<file path="config.mk">
export PLATFORM = sky130hd
export DESIGN_NAME = serial_adder_seq
export DESIGN_NICKNAME = d
export VERILOG_FILES = /design/src/rtl/serial_adder_pkg.sv /design/src/rtl/full_adder_cell.sv /design/src/rtl/half_adder.sv /design/src/rtl/serial_adder_seq.sv
export SDC_FILE = /design/constraint.sdc
export NUM_CORES = 1
export LEC_CHECK = 0
export CAP_MARGIN = 0
export CORE_MARGIN = 5
export CORE_UTILIZATION = 40
export CTS_CLUSTER_DIAMETER = 80
export DETAILED_ROUTE_END_ITERATION = 10
export GPL_TIMING_DRIVEN = 1
export SLEW_MARGIN = 15
export SYNTH_ARGS = -nofsm -noshare
export SYNTH_HDL_FRONTEND = slang
export SYNTH_SLANG_ARGS = --single-unit
</file>
<file path="constraint.sdc">
create_clock -name i_clk -period 2.8 [get_ports i_clk]
set_input_delay 0.84 -clock i_clk [delete_from_list [all_inputs] [get_ports i_clk]]
set_output_delay 0.84 -clock i_clk [all_outputs]
set_load 0.01 [all_outputs]
</file>
<file path="src/rtl/serial_adder_pkg.sv">
// Shared constants for the bit-serial adder: FSM encoding and legal WIDTH range.
// Latency: n/a (package only).
// Backpressure: n/a (package only).
package serial_adder_pkg;

    // Legal operand width range for serial_adder_seq
    localparam int WIDTH_MIN = 2;
    localparam int WIDTH_MAX = 32;

    // Controller state encoding
    localparam logic [1:0] ST_IDLE  = 2'd0;
    localparam logic [1:0] ST_SHIFT = 2'd1;
    localparam logic [1:0] ST_DONE  = 2'd2;

endpackage

</file>
<file path="src/rtl/full_adder_cell.sv">
// One-bit full adder built from two half adders and an OR of their carries.
// Latency: combinational.
// Backpressure: none.
module full_adder_cell (
    input  logic i_a,
    input  logic i_b,
    input  logic i_c,
    output logic o_s,
    output logic o_c
);

    logic ha0_s;
    logic ha0_c;
    logic ha1_c;

    // First stage adds the operand bits
    half_adder u_ha0 (
        .i_a (i_a),
        .i_b (i_b),
        .o_s (ha0_s),
        .o_c (ha0_c)
    );

    // Second stage folds in the incoming carry
    half_adder u_ha1 (
        .i_a (ha0_s),
        .i_b (i_c),
        .o_s (o_s),
        .o_c (ha1_c)
    );

    // At most one of the two half-adder carries can be set
    assign o_c = ha0_c | ha1_c;

endmodule

</file>
<file path="src/rtl/half_adder.sv">
// Single-bit half adder: sum = a ^ b, carry = a & b.
// Latency: combinational.
// Backpressure: none.
module half_adder (
    input  logic i_a,
    input  logic i_b,
    output logic o_s,
    output logic o_c
);

    assign o_s = i_a ^ i_b;
    assign o_c = i_a & i_b;

endmodule

</file>
<file path="src/rtl/serial_adder_seq.sv">
// Bit-serial WIDTH-bit adder: latches A/B on start, adds LSB-first one bit per clock.
// Latency: result and o_done appear WIDTH edges after the accepted start edge.
// Backpressure: i_start ignored while o_busy; optional SERIAL_ADDER_SUB_EN adds i_sub (A-B).
module serial_adder_seq
    import serial_adder_pkg::*;
#(
    parameter int WIDTH = 4
) (
    input  logic             i_clk,
    input  logic             i_rst_n,
    input  logic             i_start,
`ifdef SERIAL_ADDER_SUB_EN
    input  logic             i_sub,
`endif
    input  logic [WIDTH-1:0] i_a,
    input  logic [WIDTH-1:0] i_b,
    output logic [WIDTH-1:0] o_sum,
    output logic             o_carry,
    output logic             o_busy,
    output logic             o_done
);

    localparam int             CNT_W    = $clog2(WIDTH);
    localparam logic [CNT_W-1:0] CNT_LAST = CNT_W'(WIDTH - 1);

    // Reject illegal widths at elaboration
    if (WIDTH < WIDTH_MIN || WIDTH > WIDTH_MAX) begin : g_width_check
        $error("serial_adder_seq: WIDTH out of range");
    end

    logic [1:0]       state_q,   state_d;
    logic [WIDTH-1:0] a_q,       a_d;
    logic [WIDTH-1:0] b_q,       b_d;
    logic [WIDTH-1:0] sum_sr_q,  sum_sr_d;
    logic             c_q,       c_d;
    logic [CNT_W-1:0] cnt_q,     cnt_d;
    logic [WIDTH-1:0] o_sum_q,   o_sum_d;
    logic             o_carry_q, o_carry_d;

    logic [WIDTH-1:0] b_load;
    logic             c_init;
    logic             fa_s;
    logic             fa_c;

`ifdef SERIAL_ADDER_SUB_EN
    // Subtraction is A + ~B + 1: invert B on load and preset the carry
    assign b_load = i_sub ? ~i_b : i_b;
    assign c_init = i_sub;
`else
    assign b_load = i_b;
    assign c_init = 1'b0;
`endif

    // Per-bit adder fed from the shift-register LSBs and the carry flop
    full_adder_cell u_fa (
        .i_a (a_q[0]),
        .i_b (b_q[0]),
        .i_c (c_q),
        .o_s (fa_s),
        .o_c (fa_c)
    );

    // Next-state logic: load on start, shift one bit per cycle, publish on last bit
    always_comb begin
        state_d   = state_q;
        a_d       = a_q;
        b_d       = b_q;
        sum_sr_d  = sum_sr_q;
        c_d       = c_q;
        cnt_d     = cnt_q;
        o_sum_d   = o_sum_q;
        o_carry_d = o_carry_q;

        case (state_q)
            ST_IDLE: begin
                if (i_start) begin
                    a_d      = i_a;
                    b_d      = b_load;
                    c_d      = c_init;
                    sum_sr_d = '0;
                    cnt_d    = '0;
                    state_d  = ST_SHIFT;
                end
            end
            ST_SHIFT: begin
                a_d      = a_q >> 1;
                b_d      = b_q >> 1;
                c_d      = fa_c;
                sum_sr_d = {fa_s, sum_sr_q[WIDTH-1:1]};
                cnt_d    = cnt_q + CNT_W'(1);
                if (cnt_q == CNT_LAST) begin
                    // Outputs only change here, so a reset can never expose a partial sum
                    o_sum_d   = {fa_s, sum_sr_q[WIDTH-1:1]};
                    o_carry_d = fa_c;
                    state_d   = ST_DONE;
                end
            end
            ST_DONE: begin
                state_d = ST_IDLE;
            end
            default: begin
                state_d = ST_IDLE;
            end
        endcase
    end

    // State and datapath registers, cleared asynchronously
    always_ff @(posedge i_clk or negedge i_rst_n) begin
        if (!i_rst_n) begin
            state_q   <= ST_IDLE;
            a_q       <= '0;
            b_q       <= '0;
            sum_sr_q  <= '0;
            c_q       <= 1'b0;
            cnt_q     <= '0;
            o_sum_q   <= '0;
            o_carry_q <= 1'b0;
        end else begin
            state_q   <= state_d;
            a_q       <= a_d;
            b_q       <= b_d;
            sum_sr_q  <= sum_sr_d;
            c_q       <= c_d;
            cnt_q     <= cnt_d;
            o_sum_q   <= o_sum_d;
            o_carry_q <= o_carry_d;
        end
    end

    assign o_sum   = o_sum_q;
    assign o_carry = o_carry_q;
    assign o_busy  = (state_q != ST_IDLE);
    assign o_done  = (state_q == ST_DONE);

endmodule

</file>
======== After elaboration in Yosys (flattened, before gate mapping) ========
Index checks and enable logic that the tools add are counted.
word-level totals
  register bits after elaboration ......... 22
  bits in latches ......................... 0
  RAM bits ................................ 0
  bits in read-only memories .............. 0
  input port bits ......................... 11
  word-level logic and storage cells ...... 38
  memories kept ........................... 0
operators by class
  add/subtract/negate cells ............... 1
  multipliers ............................. 0
  divide/modulo/power cells ............... 0
  order comparisons ....................... 0
  equal/unequal tests ..................... 5
  shift operators ......................... 0
  muxes and demuxes ....................... 13
  bitwise operators ....................... 5
  reduce and logical (&&, ||, !) cells .... 6
operators with widths
  cell                   count
  $pmux W4 S2            3
  $mux W4                3
  $pmux W2 S2            2
  $mux W2                3
  $reduce_and A2 Y1      3
  $eq A2 B2 Y1 const B   2
  $ne A2 B2 Y1 const B   2
  $reduce_bool A2 Y1     2
  $add A2 B1 Y2 const B  1
  $and A1 B1 Y1          2
  $eq A2 B1 Y1 const B   1
  $logic_not A2 Y1       1
  $pmux W1 S2            1
  $xor A1 B1 Y1          2
  $mux W1                1
  $or A1 B1 Y1           1

======== Longest topological paths before layout ========
  depth in word-level cells ............... 4
  depth in mapped cells ................... 4
  depth with buffers taken out ............ 3

======== Hierarchy ========
A second synthesis with hierarchy kept.
second synthesis, totals
  cells, all modules ...................... 74
  area total of the unflattened synthesis .. 965.9 sq um
by module, submodules not included
  module            times used  cells an instance  area each (sq um)
  serial_adder_seq  1           71                 934.6
  half_adder        2           1                  12.5
  full_adder_cell   1           1                  6.3

======== Worst setup path after synthesis ========
OpenSTA, ideal clock, no wires.
  path kind ............................... register to output
  start point ............................. reg state_q[0]
  end point ............................... out o_done
  arrival time ............................ 752 ps
  data required time ...................... 1960 ps
  path slack .............................. 1208 ps
  stages on the path, launching flop included .. 3
  cell sequence ........................... dfrtp_1 -> buf_2 -> nor2_1
on the way
  longest elaborated chain between the ends .. 1
RTL lines
  what                      RTL line                 source
  start: declaration        serial_adder_seq.sv:31   logic [1:0] state_q, state_d;
  start signal: assignment  serial_adder_seq.sv:119  state_q <= state_d;
  $eq A2 B2 Y1              serial_adder_seq.sv:133  assign o_done = (state_q == ST_DONE);
  end: declaration          serial_adder_seq.sv:20   output logic o_done
Every way passes these cells.

======== Final worst setup path ========
  start point ............................. reg state_q[1]
  end point ............................... out o_done
The elaborated chain is that of the path after synthesis.

==> results.yml <==
timing:
  setup_ws_ns: 0.261
  min_period_over_period_pct: 90.7
  final_period_minus_worst_setup_slack_ns: 2.54
  finalHoldViolations: 0
  worst_slew_pin_slew_ns: 0.561
  clock_skew_ns: 0.00695
  rsz0062_at_grt: "no"
  tns_ns: 0
  setup_violations: 0
  hold_ws_ns: 0.521
  max_freq_mhz: 394
  slew_viol_final: 0
  max_slew_margin_pct: 62.5
pwr:
  power.internal_w: 0.000815
  max-vdd-ir-drop_mv: 0.473
  power.share.clock_pct: 11.4
  p_sw_w: 0.000443
  leakagePower_nw: 0.532
  swShare_pct: 35.2
  power_frac_seq_pct: 45.4
  p_per_area_mw_per_mm2: 1080
  pwr-share-comb_pct: 43.2
finish:
  diodes: 0
  stdcell_count: 125
  fill_cells: 215
  design_area_mm2: 0.00116
  area_growth_pct: 24.5
  nets: 111
  drive_above_1_share_pct: 12.4
global_routing:
  antenna_found_initial: 0
  grt_pass1_vias: 692
  track_usage_pct: 11.9
  overflow: 0
  grt_pass1_wl_mm: 3.13
  grt_max_degree: 22
worst_setup_path:
  crit_chain: "inv_1 > nor2_1 > clkdlybuf4s50_1"
  cp.required_ns: 1.96
  cp_slowest_cell: "dfrtp_1"
  max_stage_delay_ns: 0.55
  crit_family: "buffers and inverters"
  worst_setup_path_end_kind: "output port"
  path_buf_inv: 2
  path_class: "reg -> out"
  start_kind: "flip-flop"
  crit_arrival_ns: 1.70
  cp_max_fo: 10
routing:
  dr.pass1.iters: 5
  dr_total_vias: 664
  vias_per_cell: 5.31
  wl_mm: 1.76
  first_iter_violations: 13
  wire_per_inst_um: 14.1
  drtAntennaViolNets: 0
  drc: 0
yosys:
  syn_avg_cell_area_um2: 12.2
  ys_warn_count: 0
  ys_seq_area_share_pct: 56.1
  synthCells: 77
  yosys.cell_types.count: 22
  synth_top_area_share_pct: 56.1
  synth_top_cell_by_area: "dfrtp_1"
  synthTopCellsByArea: "dfrtp_1, mux2_4, a22o_1, o32ai_1, nand2b_1"
  syn-cell-area_um2: 936
  synth_nets: 90
  ys_seq_elements: 21
die:
  io_pins: 18
  start_util_pct: 41.9
  die_area_mm2: 0.00341
  die_h_um: 58.4
  core_area_mm2: 0.00223
  dieWidth_um: 58.4
  rows: 17
clock_tree:
  cts_resized: 0
  cts_root_buf: "clkbuf_4"
  path_clk_slew_ns: 0.11
  cts_buffer_depth: 2
  clock_latency_ns: 0.30
  cts_tree: "yes"
  postCtsSetupBuffers: 0
  cts.sinks: 21
  htree_num_levels: 1
  ctsHoldBuffers: 0
  cts_made_buffers: 3
placement:
  dp.cells: 121
  dpl.hpwl_mm: 1.26
  place_ws_ns: 0.599
  place_congestion: 0.749
  port-buffer-count: 17
  dpl_cell_area_mm2: 0.00114
outcome:
  outcome: "finished clean"
job:
  maxCapViolCount: 0
hold_path:
  hold_class: "reg -> reg"
## power groups by stage
stage	registers, W	logic [W]	clock network [W]
CTS	0.000572	0.000554	0.000148
detailed placement	0.000579	0.000551	0
global route	0.000594	0.000610	0.000162
finish	0.000571	0.000543	0.000143
global placement	0.000572	0.000542	0
floorplan	0.000541	0.000390	0
## per-layer routing
layer	up-vias	wire length [um]	track usage, %
met5	-	0	0
met4	0	10	3.97
met3	2	103	3.07
met2	23	781	18.5
met1	322	864	16.1
li1	317	-	-
## worst reg2reg max path, stage by stage (launching register included)
cell and delay, ns:
dfrtp_1 0.66, nor2b_4 0.33, nand2_4 0.12, mux2_4 0.31
## registers in the layout, indices dropped and copies added, names as in the netlist
| name | count |
|---|---|
| a_q | 4 |
| b_q | 4 |
| c_q | 1 |
| cnt_q | 2 |
| o_carry | 1 |
| o_sum | 4 |
| state_q | 2 |
| sum_sr_q | 3 |
## cell usage in the layout (no fill, tap or decap)
cell type	count
o22ai_1	4
a22oi_1	1
clkdlybuf4s50_1	17
inv_1	5
o21bai_1	1
ha_1	1
nand2b_1	4
nand2_4	1
nor2b_1	1
nor2_1	6
dfrtp_1	21
buf_4	1
fa_1	1
clkbuf_4	3
mux2_4	5
a21oi_1	2
nor2b_4	1
nand2_1	3
or2_2	1
o21ai_0	5
o32ai_1	5
clkbuf_1	1
a22o_1	5
or2_1	1
o2bb2ai_1	1
## through the flow
stage | total power [W] | util [%]
6_report | 0.00126 | 52.2
5_1_grt | 0.00137 | 52.2
4_1_cts | 0.00127 | 52.2
3_5_place_dp | 0.00113 | 51.0
3_3_place_gp | 0.00111 | 51.0
2_1_floorplan | 0.000931 | -
## path summary, 6_finish.rpt
kind	start	to	slack, ns	cells past startpoint
max	state_q[1]	o_done	0.26	3
min	o_sum[1]	o_sum[1]	0.52	1
max reg2reg	state_q[0]	o_sum[0]	1.28	3
min reg2reg	o_sum[1]	o_sum[1]	0.52	1
max in group asynchronous	i_rst_n	state_q[0]	1.71	2
min in group asynchronous	i_rst_n	c_q	0.87	2
## layout make-up
| class | instances | area, um2 | area share [%] |
|---|---|---|---|
| Tap cell | 28 | 35.0 | 3.01 |
| Multi-Input combinational cell | 49 | 382 | 32.8 |
| Sequential cell | 21 | 526 | 45.1 |
| Inverter | 5 | 18.8 | 1.61 |
| Clock buffer | 4 | 26.3 | 2.26 |
| Timing Repair Buffer | 18 | 178 | 15.3 |
## cells in the mapped netlist
cell type  count
dfrtp_1       21
nor2_1         6
a22o_1         5
inv_1          5
mux2_4         5
o21ai_0        5
o32ai_1        5
nand2b_1       4
o22ai_1        4
nand2_1        3
a21oi_1        2
buf_2          2
a22oi_1        1
fa_1           1
ha_1           1
nand2_4        1
nor2b_1        1
nor2b_4        1
o21bai_1       1
o2bb2ai_1      1
or2_1          1
or2_2          1
## cells by family after synthesis
| logic type | Yosys count | synth area share (%) |
|---|---|---|
| AO/OA/AOI/OAI | 24 | 18.3 |
| flip-flops | 21 | 56.1 |
| AND/OR/NAND/NOR | 18 | 11.0 |
| buffers and inverters | 7 | 3.08 |
| multiplexers | 5 | 8.02 |
| adder cells (fa/ha/maj) | 2 | 3.48 |
(Power assumes the default switching activity.)
